## config.mk

```make
export PLATFORM = sky130hd
export DESIGN_NAME = serial_mag_cmp
export DESIGN_NICKNAME = d
export VERILOG_FILES = /design/src/rtl/cmp_pkg.sv /design/src/rtl/mag_bit_cmp.sv /design/src/rtl/serial_mag_cmp.sv
export SDC_FILE = /design/constraint.sdc
export NUM_CORES = 1
export LEC_CHECK = 0
export ABC_CLOCK_PERIOD_IN_PS = 2600
export CAP_MARGIN = 10
export CORE_MARGIN = 10
export CORE_UTILIZATION = 53
export CTS_BUF_LIST = sky130_fd_sc_hd__clkbuf_2
export DETAILED_ROUTE_END_ITERATION = 12
export PLACE_DENSITY = 0.79
export SKIP_CTS_REPAIR_TIMING = 1
export SLEW_MARGIN = 10
export SYNTH_ARGS = -nofsm -noshare
export SYNTH_HDL_FRONTEND = slang
export SYNTH_SLANG_ARGS = --single-unit
```

## constraint.sdc

```tcl
create_clock -name clk -period 2.6 [get_ports clk]
set_clock_uncertainty 0.1 [all_clocks]
set_input_delay 0.78 -clock clk [delete_from_list [all_inputs] [get_ports clk]]
set_output_delay 0.78 -clock clk [all_outputs]
set_load 0.02 [all_outputs]
```

## src/rtl/cmp_pkg.sv

```systemverilog
// Shared types and constants for the serial magnitude comparator.
// The result vector is ordered {eq, lt, gt}.
package cmp_pkg;

  typedef enum logic [1:0] {
    IDLE  = 2'd0,
    SHIFT = 2'd1,
    DONE  = 2'd2
  } state_t;

  localparam logic [2:0] CMP_NONE = 3'b000;
  localparam logic [2:0] CMP_EQ   = 3'b100;
  localparam logic [2:0] CMP_LT   = 3'b010;
  localparam logic [2:0] CMP_GT   = 3'b001;

  // Width of a counter that must hold the values 0..width.
  function automatic int cnt_width(input int width);
    return $clog2(width + 1);
  endfunction

endpackage

```

## src/rtl/mag_bit_cmp.sv

```systemverilog
// Combinational 1-bit unsigned compare cell.
module mag_bit_cmp (
  input  logic a,
  input  logic b,
  output logic eq,
  output logic lt,
  output logic gt
);

  assign eq = ~(a ^ b);
  assign lt = ~a & b;
  assign gt = a & ~b;

endmodule

```

## src/rtl/serial_mag_cmp.sv

```systemverilog
// Multi-cycle unsigned magnitude comparator: scans the operands MSB-first,
// one bit per cycle, and returns a one-hot {eq, lt, gt} over valid/ready.
module serial_mag_cmp
  import cmp_pkg::*;
#(
  parameter int WIDTH      = 8,
  parameter bit EARLY_EXIT = 1'b1
) (
  input  logic                         clk,
  input  logic                         rst_n,
  input  logic                         in_valid,
  output logic                         in_ready,
  input  logic [WIDTH-1:0]             a_in,
  input  logic [WIDTH-1:0]             b_in,
  output logic                         out_valid,
  input  logic                         out_ready,
  output logic                         eq,
  output logic                         lt,
  output logic                         gt,
  output logic [cnt_width(WIDTH)-1:0]  cycles
);

  localparam int CNT_W = cnt_width(WIDTH);

  state_t           state, state_nxt;
  logic [WIDTH-1:0] a_sr, b_sr;
  logic [CNT_W-1:0] bit_cnt;
  logic             dec_lt, dec_gt;
  logic [2:0]       res_q;

  logic bit_eq, bit_lt, bit_gt;
  logic decided, hit_lt, hit_gt, last_bit, finish;
  logic accept, release_res;

  mag_bit_cmp u_cell (
    .a  (a_sr[WIDTH-1]),
    .b  (b_sr[WIDTH-1]),
    .eq (bit_eq),
    .lt (bit_lt),
    .gt (bit_gt)
  );

  // The first differing bit wins; later bits cannot override a decision.
  always_comb begin
    decided  = dec_lt | dec_gt;
    hit_lt   = dec_lt | (~decided & bit_lt);
    hit_gt   = dec_gt | (~decided & bit_gt);
    last_bit = (bit_cnt == '0);
    finish   = last_bit | (EARLY_EXIT & ~bit_eq);
  end

  always_ff @(posedge clk or negedge rst_n) begin
    if (!rst_n) state <= IDLE;
    else        state <= state_nxt;
  end

  always_comb begin
    // NOTE: every output gets a default before the case, so no path through
    // this block can leave a signal unassigned and infer a latch.
    state_nxt   = state;
    in_ready    = 1'b0;
    out_valid   = 1'b0;
    accept      = 1'b0;
    release_res = 1'b0;
    case (state)
      IDLE: begin
        in_ready = 1'b1;
        if (in_valid) begin
          accept    = 1'b1;
          state_nxt = SHIFT;
        end
      end
      SHIFT: begin
        if (finish) state_nxt = DONE;
      end
      DONE: begin
        out_valid = 1'b1;
        if (out_ready) begin
          release_res = 1'b1;
          state_nxt   = IDLE;
        end
      end
      default: state_nxt = IDLE;
    endcase
  end

  // NOTE: the operand shift registers are reset along with the control state,
  // so an aborted comparison leaves no stale operand bits behind.
  always_ff @(posedge clk or negedge rst_n) begin
    if (!rst_n) begin
      a_sr    <= '0;
      b_sr    <= '0;
      bit_cnt <= '0;
      cycles  <= '0;
      dec_lt  <= 1'b0;
      dec_gt  <= 1'b0;
      res_q   <= CMP_NONE;
    end else begin
      // NOTE: non-blocking assignments so every register here samples the
      // pre-edge values of its neighbours, independent of statement order.
      case (state)
        IDLE: begin
          if (accept) begin
            a_sr    <= a_in;
            b_sr    <= b_in;
            bit_cnt <= CNT_W'(WIDTH - 1);
            cycles  <= '0;
            dec_lt  <= 1'b0;
            dec_gt  <= 1'b0;
          end
        end
        SHIFT: begin
          a_sr   <= {a_sr[WIDTH-2:0], 1'b0};
          b_sr   <= {b_sr[WIDTH-2:0], 1'b0};
          cycles <= cycles + CNT_W'(1);
          dec_lt <= hit_lt;
          dec_gt <= hit_gt;
          if (!last_bit) bit_cnt <= bit_cnt - CNT_W'(1);
          if (finish) begin
            if (hit_lt)      res_q <= CMP_LT;
            else if (hit_gt) res_q <= CMP_GT;
            else             res_q <= CMP_EQ;
          end
        end
        DONE: begin
          if (release_res) res_q <= CMP_NONE;
        end
        default: ;
      endcase
    end
  end

  assign {eq, lt, gt} = res_q;

endmodule

```

==> impl_metrics.json <==
{
  "synthesis.nets": 180,
  "worstHoldPathCells": 2,
  "n_fill_cell": 206,
  "path_clk_slew_ns": 0.17,
  "io_buffers": 28,
  "cts_num_sinks": 31,
  "fin_crit_sh": 0.902,
  "cp_slowest_cell": "clkdlybuf4s50_1",
  "ant_nets": 0,
  "hold_viol": 0,
  "end_kind": "output port",
  "hold_path_class": "reg2reg",
  "numCtsBuffers": 5,
  "synth_edf_count": 0,
  "synth_ff_type": "dfrtp_1",
  "row_count": 19,
  "rsz0062_at_grt": "false",
  "dp_hpwl_mm": 2.58,
  "setup_viol": 0,
  "viasPerCell": 5.90,
  "post-place-ws_ns": 0.365,
  "synth_area_per_cell_sq_um": 9.82,
  "coreArea_sq_um": 2760,
  "dieArea_sq_um": 5440,
  "clock_path_buffers": 2,
  "min_period_ns": 2.35,
  "clockRootBuffer": "clkbuf_2",
  "yosysWarningCount": 0,
  "track_usage": 0.143,
  "max_freq_mhz": 426,
  "path_buf_inv": 1,
  "slew_violations": 0,
  "reg2regPathDepth": 5,
  "grt_pass1_wl_mm": 6.08,
  "syn2layout_area_growth_pct": 25.9,
  "first_iter_violations": 95,
  "drive_gt1_frac": 0.0847,
  "grt_pass1_vias": 1315,
  "start_kind": "flop",
  "cp.arrival_ns": 1.47,
  "relSlewSlack": 0.718,
  "cts_tree": "done",
  "gp_congestion": 0.877,
  "crit_family": "buffers and inverters",
  "route.detailed.drc": 0,
  "die_h_um": 73.8,
  "rrSetupSlack_ns": 0.63,
  "io_pins": 29,
  "hold_end": "b_sr[6]",
  "slowest_delay_ns": 0.63,
  "ys_seq_area_frac": 0.507,
  "post-route-util": 0.699,
  "die_x_um": 73.8,
  "outcome": "complete, no violations",
  "peakVddDrop_v": 0.000765,
  "wl_per_cell_um": 16.0,
  "timing.final.ws_setup_ns": 0.254,
  "path_class": "reg2out",
  "dr.pass1.iters": 4,
  "clock_latency_ns": 0.39,
  "powerDensity_nw_per_um2": 1110,
  "startpoint": "cycles[0]",
  "vias": 1298,
  "worst_r2r_endpoint": "res_q[0]",
  "synth_area_sq_um": 1530,
  "drt-total-wl_mm": 3.51,
  "synth-seq-cells": 31,
  "critPathRequiredTime_ns": 1.72,
  "ys_types": 34,
  "hp-start": "b_sr[6]",
  "antenna_found_initial": 0,
  "tightest_slew_ns": 0.422,
  "cap_violations": 0,
  "cp_max_fo": 5,
  "final_net_count": 212,
  "setup_tns_ns": 0,
  "grt_max_degree": 32,
  "cp_cell_sequence": "clkdlybuf4s50_1",
  "overflow": 0,
  "start_util": 0.555,
  "async_flop_share": 1.00,
  "diodes": 0,
  "p_leak_nw": 0.879,
  "cts-htree-levels": 2,
  "r2r-start": "bit_cnt[0]",
  "synthCells": 156
}
## cells by family after synthesis
logic type / Yosys count / synth area share
adders and majority gates: 4 / 0.0327
AOI/OAI and AO/OA: 52 / 0.227
muxes: 5 / 0.0343
buffers and inverters: 19 / 0.0523
and+or+nand+nor: 45 / 0.147
DFF: 31 / 0.507
## power by group
group,leakage (nW),internal [W],switching (W)
logic,0.451,0.000439,0.000531
registers,0.388,0.000685,0.000149
clock network,0.0404,0.000158,0.000174
total,0.879,0.00128,0.000854
## per-stage QoR
step           hold slack, ns  instance area [sq um]  cells  total power (W)
2_1_floorplan           0.350                   1530    156          0.00146
3_3_place_gp            0.362                   1860    212          0.00179
3_5_place_dp            0.371                   1860    212          0.00183
4_1_cts                 0.407                   1920    220          0.00216
5_1_grt                 0.437                   1930    220          0.00233
6_report                0.399                   1930    220          0.00214
## layout by cell type, fill, tap and decap left out, types with 2 or more instances in the layout
cell and count:
a211oi_1 3, a22o_1 3, ha_1 4, a21o_1 2, nor2b_1 3, nor3b_1 3
nor2_1 4, a22oi_1 14, o21ai_0 21, mux2_1 2, clkdlybuf4s50_1 26, nor3_1 3
nand2_1 22, buf_4 7, clkbuf_2 5, dlymetal6s2s_1 2, inv_1 9, dfrtp_1 31
nand2b_1 3, mux2i_1 3
## Yosys cell counts, drive strengths merged, types with 2 or more instances
cell type / n / area (sq um)
nor3: 3 / 15.0
clkbuf: 8 / 30.0
nand2: 22 / 82.6
nor2b: 4 / 25.0
nor2: 4 / 15.0
nor3b: 3 / 22.5
nand2b: 3 / 18.8
buf: 2 / 16.3
a211oi: 3 / 22.5
a21o: 2 / 15.0
o21ai: 22 / 110
dfrtp: 31 / 776
inv: 9 / 33.8
a22o: 3 / 26.3
ha: 4 / 50.1
mux2: 2 / 22.5
a22oi: 15 / 118
mux2i: 3 / 30.0
## worst max path at each step
stage	end	slack (ns)	cells after the start
after floorplan	in_ready	0.64	3
after global placement	out_valid	0.40	2
after detailed placement	out_valid	0.36	2
after CTS	out_valid	-0.09	2
after global routing	cycles[2]	0.17	1
final	cycles[0]	0.25	1
## flip-flops by register name (all words and copies together), names as in the netlist
name,count
a_sr,8
b_sr,8
bit_cnt,4
cycles,4
dec_gt,1
dec_lt,1
res_q,3
state,2
## final cells by class
type | instances | area (sq um) | share of cell area
Multi-Input combinational cell | 106 | 678 | 0.352
Clock inverter | 3 | 38.8 | 0.0201
Timing Repair Buffer | 35 | 338 | 0.175
Tap cell | 31 | 38.8 | 0.0201
Clock buffer | 5 | 25.0 | 0.0130
Sequential cell | 31 | 776 | 0.402
Inverter | 9 | 33.8 | 0.0175
## metal layers
layer / vias up / wire, um / track usage
met5: - / 0 / 0
met4: 0 / 47 / 0.0807
met3: 5 / 190 / 0.0404
met2: 37 / 1810 / 0.235
met1: 632 / 1460 / 0.161
li1: 624 / - / -
(Power assumes the default switching activity.)
